==> src/rtl/pwm_multi_pkg.sv <==
// pwm_multi register map and CTRL bit positions, shared by the peripheral
// and its timebase. Optional feature macro: PWM_CENTER_EN.
package pwm_multi_pkg;

  // Register word offsets
  localparam int unsigned REG_CTRL     = 0;
  localparam int unsigned REG_PRESCALE = 1;
  localparam int unsigned REG_PERIOD   = 2;
  localparam int unsigned REG_STATUS   = 3;
  localparam int unsigned REG_DUTY0    = 4;

  // CTRL bit positions
  localparam int unsigned CTRL_EN      = 0;
  localparam int unsigned CTRL_IRQ_EN  = 1;
  localparam int unsigned CTRL_MODE    = 2;
  localparam int unsigned CTRL_POL_LSB = 16;

  // STATUS layout: counter snapshot in the upper half, wrap flag in bit 0
  localparam int unsigned STATUS_CNT_LSB = 16;
  localparam int unsigned STATUS_CNT_W   = 16;

endpackage : pwm_multi_pkg

==> src/rtl/pwm_timebase.sv <==
// Shared prescaler and period counter for pwm_multi. Produces the counter
// value and the single-cycle wrap event at which active period/duty reload.
// With PWM_CENTER_EN defined, a direction flop adds up/down (centre-aligned)
// counting selected by mode_i; otherwise the counter is edge-aligned only.
module pwm_timebase
  import pwm_multi_pkg::*;
#(
  parameter int unsigned CNT_W = 16,
  parameter int unsigned PRE_W = 16
) (
  input  logic             clk_i,
  input  logic             rst_i,
  input  logic             en_i,
`ifdef PWM_CENTER_EN
  input  logic             mode_i,
`endif
  input  logic [PRE_W-1:0] prescale_i,
  input  logic [CNT_W-1:0] period_act_i,
  output logic [CNT_W-1:0] cnt_o,
  output logic             wrap_c_o
);

  logic [PRE_W-1:0] pre_cnt_q, pre_cnt_d;
  logic [CNT_W-1:0] cnt_q, cnt_d;
  logic             tick_c;

  // Prescaler: >= also recovers if PRESCALE is lowered below the running count
  always_comb begin
    tick_c    = en_i && (pre_cnt_q >= prescale_i);
    pre_cnt_d = pre_cnt_q + PRE_W'(1);
    if (!en_i || tick_c) begin
      pre_cnt_d = '0;
    end
  end

`ifdef PWM_CENTER_EN
  logic dir_up_q, dir_up_d;

  // Counter: edge-aligned ramp or up/down triangle; disabled parks at 0 counting down
  always_comb begin
    cnt_d    = cnt_q;
    dir_up_d = dir_up_q;
    wrap_c_o = 1'b0;
    if (!en_i) begin
      cnt_d    = '0;
      dir_up_d = 1'b0;
    end else if (tick_c) begin
      if (mode_i) begin
        if (!dir_up_q) begin
          if (cnt_q == '0) begin
            // Bottom of the triangle: reload point, then climb again
            wrap_c_o = 1'b1;
            dir_up_d = (period_act_i != '0);
            cnt_d    = (period_act_i != '0) ? CNT_W'(1) : '0;
          end else begin
            cnt_d = cnt_q - CNT_W'(1);
          end
        end else if (cnt_q >= period_act_i) begin
          dir_up_d = 1'b0;
          cnt_d    = (cnt_q != '0) ? cnt_q - CNT_W'(1) : '0;
        end else begin
          cnt_d = cnt_q + CNT_W'(1);
        end
      end else begin
        dir_up_d = 1'b0;
        if (cnt_q == period_act_i) begin
          wrap_c_o = 1'b1;
          cnt_d    = '0;
        end else begin
          cnt_d = cnt_q + CNT_W'(1);
        end
      end
    end
  end

  // Direction register
  always_ff @(posedge clk_i or posedge rst_i) begin
    if (rst_i) begin
      dir_up_q <= 1'b0;
    end else begin
      dir_up_q <= dir_up_d;
    end
  end
`else
  // Counter: edge-aligned ramp 0..period_act, wrapping to 0
  always_comb begin
    cnt_d    = cnt_q;
    wrap_c_o = 1'b0;
    if (!en_i) begin
      cnt_d = '0;
    end else if (tick_c) begin
      if (cnt_q == period_act_i) begin
        wrap_c_o = 1'b1;
        cnt_d    = '0;
      end else begin
        cnt_d = cnt_q + CNT_W'(1);
      end
    end
  end
`endif

  // Prescaler and counter registers
  always_ff @(posedge clk_i or posedge rst_i) begin
    if (rst_i) begin
      pre_cnt_q <= '0;
      cnt_q     <= '0;
    end else begin
      pre_cnt_q <= pre_cnt_d;
      cnt_q     <= cnt_d;
    end
  end

  assign cnt_o = cnt_q;

endmodule : pwm_timebase

==> src/rtl/pwm_multi.sv <==
// Multi-channel memory-mapped PWM: shared timebase, per-channel duty and
// polarity, double-buffered period/duty reloaded at wrap, wrap interrupt.
// Optional feature macro: PWM_CENTER_EN (CTRL.mode, centre-aligned counting).
module pwm_multi
  import pwm_multi_pkg::*;
#(
  parameter int unsigned N_CH   = 4,
  parameter int unsigned CNT_W  = 16,
  parameter int unsigned PRE_W  = 16,
  parameter int unsigned ADDR_W = 5
) (
  input  logic              CLK,
  input  logic              RESET,
  input  logic              sel,
  input  logic              we,
  input  logic [ADDR_W-1:0] addr,
  input  logic [31:0]       wdata,
  output logic [31:0]       rdata,
  output logic [N_CH-1:0]   pwm_o,
  output logic              irq
);

  logic              wr_c, rd_c;
  logic              wr_ctrl_c, wr_pre_c, wr_per_c, wr_stat_c;
  logic              en_q, en_d;
  logic              irq_en_q, irq_en_d;
  logic [N_CH-1:0]   pol_q, pol_d;
  logic [PRE_W-1:0]  prescale_q, prescale_d;
  logic [CNT_W-1:0]  period_sh_q, period_sh_d;
  logic [CNT_W-1:0]  period_act_q;
  logic              wrap_q, wrap_d;
  logic              irq_q;
  logic [31:0]       rdata_q, rdata_d;
  logic [N_CH-1:0]   pwm_q, pwm_d;
  logic [CNT_W-1:0]  cnt_c;
  logic              wrap_ev_c;
  logic [N_CH*CNT_W-1:0] duty_sh_flat_c;
  logic              unused_wdata_c;
`ifdef PWM_CENTER_EN
  logic              mode_q, mode_d;
`endif

  // Bus strobes and register decode
  assign wr_c      = sel & we;
  assign rd_c      = sel & ~we;
  assign wr_ctrl_c = wr_c && (addr == ADDR_W'(REG_CTRL));
  assign wr_pre_c  = wr_c && (addr == ADDR_W'(REG_PRESCALE));
  assign wr_per_c  = wr_c && (addr == ADDR_W'(REG_PERIOD));
  assign wr_stat_c = wr_c && (addr == ADDR_W'(REG_STATUS));
  assign unused_wdata_c = ^wdata;

  // Control/shadow next state and STATUS.wrap (a wrap beats a same-cycle clear)
  always_comb begin
    en_d        = en_q;
    irq_en_d    = irq_en_q;
    pol_d       = pol_q;
    prescale_d  = prescale_q;
    period_sh_d = period_sh_q;
`ifdef PWM_CENTER_EN
    mode_d      = mode_q;
`endif
    if (wr_ctrl_c) begin
      en_d     = wdata[CTRL_EN];
      irq_en_d = wdata[CTRL_IRQ_EN];
      pol_d    = wdata[CTRL_POL_LSB +: N_CH];
`ifdef PWM_CENTER_EN
      mode_d   = wdata[CTRL_MODE];
`endif
    end
    if (wr_pre_c) begin
      prescale_d = wdata[PRE_W-1:0];
    end
    if (wr_per_c) begin
      period_sh_d = wdata[CNT_W-1:0];
    end
    wrap_d = wrap_q;
    if (wrap_ev_c) begin
      wrap_d = 1'b1;
    end else if (wr_stat_c && wdata[0]) begin
      wrap_d = 1'b0;
    end
  end

  // Control, shadow, status and irq registers
  always_ff @(posedge CLK or posedge RESET) begin
    if (RESET) begin
      en_q        <= 1'b0;
      irq_en_q    <= 1'b0;
      pol_q       <= '0;
      prescale_q  <= '0;
      period_sh_q <= '0;
      wrap_q      <= 1'b0;
      irq_q       <= 1'b0;
`ifdef PWM_CENTER_EN
      mode_q      <= 1'b0;
`endif
    end else begin
      en_q        <= en_d;
      irq_en_q    <= irq_en_d;
      pol_q       <= pol_d;
      prescale_q  <= prescale_d;
      period_sh_q <= period_sh_d;
      wrap_q      <= wrap_d;
      irq_q       <= wrap_d & irq_en_d;
`ifdef PWM_CENTER_EN
      mode_q      <= mode_d;
`endif
    end
  end

  // Active period: follows the shadow while disabled, otherwise reloads at wrap
  always_ff @(posedge CLK or posedge RESET) begin
    if (RESET) begin
      period_act_q <= '0;
    end else if (!en_q || wrap_ev_c) begin
      period_act_q <= period_sh_q;
    end
  end

  pwm_timebase #(
    .CNT_W(CNT_W),
    .PRE_W(PRE_W)
  ) u_timebase (
    .clk_i       (CLK),
    .rst_i       (RESET),
    .en_i        (en_q),
`ifdef PWM_CENTER_EN
    .mode_i      (mode_q),
`endif
    .prescale_i  (prescale_q),
    .period_act_i(period_act_q),
    .cnt_o       (cnt_c),
    .wrap_c_o    (wrap_ev_c)
  );

  // Per-channel duty shadow/active registers and compare
  for (genvar i = 0; i < N_CH; i++) begin : g_ch
    logic             duty_wr_c;
    logic [CNT_W-1:0] duty_sh_q, duty_act_q;

    assign duty_wr_c = wr_c && (addr == ADDR_W'(REG_DUTY0 + i));

    // Duty shadow takes bus writes; active copy reloads like the period
    always_ff @(posedge CLK or posedge RESET) begin
      if (RESET) begin
        duty_sh_q  <= '0;
        duty_act_q <= '0;
      end else begin
        if (duty_wr_c) begin
          duty_sh_q <= wdata[CNT_W-1:0];
        end
        if (!en_q || wrap_ev_c) begin
          duty_act_q <= duty_sh_q;
        end
      end
    end

    assign pwm_d[i] = en_q ? ((cnt_c < duty_act_q) ^ pol_q[i]) : pol_q[i];
    assign duty_sh_flat_c[i*CNT_W +: CNT_W] = duty_sh_q;
  end

  // Read mux: captured only on a read strobe, unmapped words return 0
  always_comb begin
    rdata_d = rdata_q;
    if (rd_c) begin
      rdata_d = '0;
      if (addr == ADDR_W'(REG_CTRL)) begin
        rdata_d[CTRL_EN]               = en_q;
        rdata_d[CTRL_IRQ_EN]           = irq_en_q;
        rdata_d[CTRL_POL_LSB +: N_CH]  = pol_q;
`ifdef PWM_CENTER_EN
        rdata_d[CTRL_MODE]             = mode_q;
`endif
      end else if (addr == ADDR_W'(REG_PRESCALE)) begin
        rdata_d = 32'(prescale_q);
      end else if (addr == ADDR_W'(REG_PERIOD)) begin
        rdata_d = 32'(period_sh_q);
      end else if (addr == ADDR_W'(REG_STATUS)) begin
        rdata_d[STATUS_CNT_LSB +: STATUS_CNT_W] = STATUS_CNT_W'(cnt_c);
        rdata_d[0]                              = wrap_q;
      end else begin
        for (int unsigned i = 0; i < N_CH; i++) begin
          if (addr == ADDR_W'(REG_DUTY0 + i)) begin
            rdata_d = 32'(duty_sh_flat_c[i*CNT_W +: CNT_W]);
          end
        end
      end
    end
  end

  // Read data and PWM output registers
  always_ff @(posedge CLK or posedge RESET) begin
    if (RESET) begin
      rdata_q <= '0;
      pwm_q   <= '0;
    end else begin
      rdata_q <= rdata_d;
      pwm_q   <= pwm_d;
    end
  end

  assign rdata = rdata_q;
  assign pwm_o = pwm_q;
  assign irq   = irq_q;

endmodule : pwm_multi

==> config.mk <==
export PLATFORM = sky130hd
export DESIGN_NAME = pwm_multi
export DESIGN_NICKNAME = d
export VERILOG_FILES = /design/src/rtl/pwm_multi_pkg.sv /design/src/rtl/pwm_timebase.sv /design/src/rtl/pwm_multi.sv
export SDC_FILE = /design/constraint.sdc
export NUM_CORES = 1
export LEC_CHECK = 0
export ABC_AREA = 1
export BUFFER_PORTS_ARGS = -buffer_cell sky130_fd_sc_hd__buf_4
export CELL_PAD_IN_SITES_DETAIL_PLACEMENT = 1
export CELL_PAD_IN_SITES_GLOBAL_PLACEMENT = 2
export CORE_UTILIZATION = 37
export DETAILED_ROUTE_END_ITERATION = 10
export GPL_TIMING_DRIVEN = 1
export PLACE_DENSITY = 0.76
export SETUP_SLACK_MARGIN = 0.3
export SLEW_MARGIN = 15
export SYNTH_ARGS = -nofsm -noshare
export SYNTH_HDL_FRONTEND = slang
export SYNTH_SLANG_ARGS = --single-unit
==> constraint.sdc <==
create_clock -name CLK -period 8.85 [get_ports CLK]
set_input_delay 0.885 -clock CLK [delete_from_list [all_inputs] [get_ports CLK]]
set_output_delay 0.885 -clock CLK [all_outputs]
set_load 0.02 [all_outputs]
==> impl_metrics.json <==
{
  "fillCellCount": 4155,
  "cp_top_family": "simple AND/OR/NAND/NOR gates",
  "portBuffers": 65,
  "syn-num-nets": 1752,
  "hpwl_mm": 30.53,
  "netlist_instances": 1633,
  "numCtsBuffers": 30,
  "num-nets-final": 1802,
  "drc": 0,
  "start_util_pct": 37.70,
  "maxCapViolCount": 0,
  "endpoint_kind": "flop",
  "die_y_um": 189.8,
  "slew_headroom_pct": 24.19,
  "min_period_over_period_pct": 36.62,
  "r2r_cells": 12,
  "synth_edf_count": 0,
  "worstHoldPathType": "primary input to asynchronous set/reset pin",
  "antenna_found_initial": 0,
  "vias_per_cell": 5.077,
  "clock_sinks": 252,
  "cts_setup_buffers": 0,
  "grt_max_degree": 145,
  "vdd_ir_drop_max_mv": 0.1764,
  "synth_area_leader_cell": "dfrtp_1",
  "setup_violations": 0,
  "synth_seq_cells": 252,
  "ctsResizeCount": 0,
  "ios": 78,
  "skew_ps": 8.974,
  "grt_pass1_wl_mm": 68.05,
  "hold_violations": 0,
  "tns_ps": 0,
  "vias": 10960,
  "grt_use_total_pct": 24.91,
  "critical_path_required_ps": 9330,
  "die_w_um": 189.8,
  "ys_seq_area_share_pct": 48.31,
  "routabilityCongestion": 0.8101,
  "core_sq_mm": 0.03463,
  "multi_input_area_sq_mm": 0.005741,
  "ys_warn_count": 0,
  "firstDrtPassIters": 4,
  "synthDistinctLibCells": 37,
  "ys_top_cells_by_area": "dfrtp_1 48%, nand2_1 17%, ha_1 7.5%",
  "maxSlewViolCount": 0,
  "die_area_sq_mm": 0.03604,
  "antenna_cells": 0,
  "r2r_end": "g_ch[1].duty_act_q[8]",
  "path_cells": "ha_1 -> nand2_1 -> nor2_1 -> nand2_1 -> nand2_1 -> nand2_1 -> nand3_1 -> nand3_2 -> nand2_2 -> buf_4 -> nand2_1 -> nand2_1",
  "worstPathMaxFanout": 79,
  "period_needed_ps": 3241,
  "layout.area.seq_sq_mm": 0.006307,
  "power.leakage_nw": 7.734,
  "insertion_delay_ps": 560,
  "synthArstFlopShare_pct": 100.0,
  "power.density_mw_per_mm2": 213.6,
  "fmax_mhz": 308.6,
  "drive_above_1_share_pct": 8.451,
  "drt_iter0_drc": 679,
  "tightest_slew_ps": 1134,
  "h-tree-depth": 1,
  "clk_pin_slew_worst_paths_ps": 60,
  "grt_overflow_total": 0,
  "worst_path_most_repeated_cell": "nand2_1",
  "syn2layout_area_growth_pct": 14.61,
  "synth_ff_type": "dfrtp_1",
  "crit_path_max_incr_delay_ps": 690,
  "crit_cells": 12,
  "synth.most_common_cell": "nand2_1",
  "ff2ff_setup_slack_ps": 5610,
  "row_count": 68,
  "cts_max_path_buffers": 3,
  "grt_pass1_vias": 11470,
  "utilization_pct": 43.20,
  "synth_top_area_share_pct": 48.31,
  "synth_common_cells": "589 x nand2_1, 252 x dfrtp_1, 168 x inv_1, 140 x o21ai_0, 123 x nand3_1",
  "crit_slowest_cell": "buf_4",
  "outcome": "completed",
  "detail_route.wl_per_cell_um": 19.96,
  "cts_root_buf": "clkbuf_16",
  "r2r-start": "u_timebase.pre_cnt_q[7]",
  "wl_mm": 43.09,
  "cts_tree": "yes",
  "hold_buffers": 0,
  "critical_path_buf_inv_count": 1,
  "crit_type": "flop to flop",
  "synth_area_sq_mm": 0.01305,
  "syn_area_per_cell_sq_um": 7.994,
  "worstPathArrival_ps": 3720,
  "drtAntennaViolNets": 0,
  "critPathLaunchType": "flop",
  "rsz0062_at_grt": "no"
}
registers in the layout, indices dropped and copies added (netlist names):
name                  count
u_timebase.pre_cnt_q     16
wrap_q                    1
irq                       1
irq_en_q                  1
pwm_o                     4
rdata                    32
en_q                      1
period_act_q             16
prescale_q               16
u_timebase.cnt_o         16
period_sh_q              16
pol_q                     4
g_ch.duty_sh_q           64
g_ch.duty_act_q          64
routing by layer:
layer / share of wire (%) / vias up / global-route usage (%)
li1: - / 5322 / -
met1: 48 / 5442 / 34.79
met2: 47 / 160 / 41.87
met3: 3.6 / 38 / 2.970
met4: 1.4 / 0 / 4.094
met5: 0 / - / 0
power breakdown:
group          internal (mW)  switching (mW)
clock                  0.798           0.498
combinational          0.165           0.345
sequential              1.29           0.103
total                   2.25           0.946
kinds of logic after synthesis:
kind of cell | share of synthesized area, %
mux | 0.3450
simple gates | 25.58
xor+xnor | 2.147
flops | 48.31
buf+inv | 7.735
fa+ha+maj | 7.476
compound gates | 8.406
worst reg2reg max path, cell delays in order (launching register included):
cell and delay (ps):
dfrtp_1 440, ha_1 330, nand2_1 80, nor2_1 200, nand2_1 80, nand2_1 70
nand2_1 70, nand3_1 310, nand3_2 210, nand2_2 120, buf_4 690, nand2_1 430
nand2_1 150
how the worst max path moves through the flow:
stage | start | endpoint
2_1_floorplan | RESET | en_q
3_3_place_gp | addr[1] | period_sh_q[8]
3_5_place_dp | addr[1] | period_sh_q[7]
4_1_cts | prescale_q[11] | g_ch[1].duty_act_q[8]
5_1_grt | prescale_q[7] | g_ch[1].duty_act_q[8]
6_report | u_timebase.pre_cnt_q[7] | g_ch[1].duty_act_q[8]
metrics by stage:
step	cells	setup slack [ps]	hold WS [ps]	power, mW	cell area [sq um]
5_1_grt	2159	5362	409.3	3.357	14960
3_3_place_gp	2105	5557	464.8	1.904	13900
6_report	2159	5609	372.4	3.195	14960
4_1_cts	2158	5608	483.4	3.235	14930
3_5_place_dp	2105	5501	467.0	1.923	13900
2_1_floorplan	1633	1037	453.0	1.714	13050
final cells by class:
cell class / count / share of cell area (%)
flip-flops and latches: 252 / 42.16
multi-input cells: 1141 / 38.37
clock buffers: 48 / 6.214
inverters: 174 / 4.416
repair buffers: 84 / 4.349
well taps: 455 / 3.805
clock inverters: 5 / 0.6858
cell usage in the layout, fill, tap and decap left out, types with 2 or more instances in the layout:
master     instances
nand2_1          588
dfrtp_1          251
inv_1            167
o21ai_0          140
nand3_1          123
buf_4             83
ha_1              78
nor2_1            65
a21oi_1           44
clkbuf_16         31
nor3_1            18
xor2_1            17
xnor2_1           15
o2111ai_1         10
clkbuf_8           9
nand4_1            8
clkbuf_1           8
clkinv_1           4
nor4_1             4
o21a_1             4
nand3b_1           4
mux2_2             4
a211oi_1           3
bufinv_16          3
inv_2              2
or2_0              2
nor2_2             2
nand2_2            2
nor3b_1            2
No activity file was read; power rests on OpenSTA's default activity.
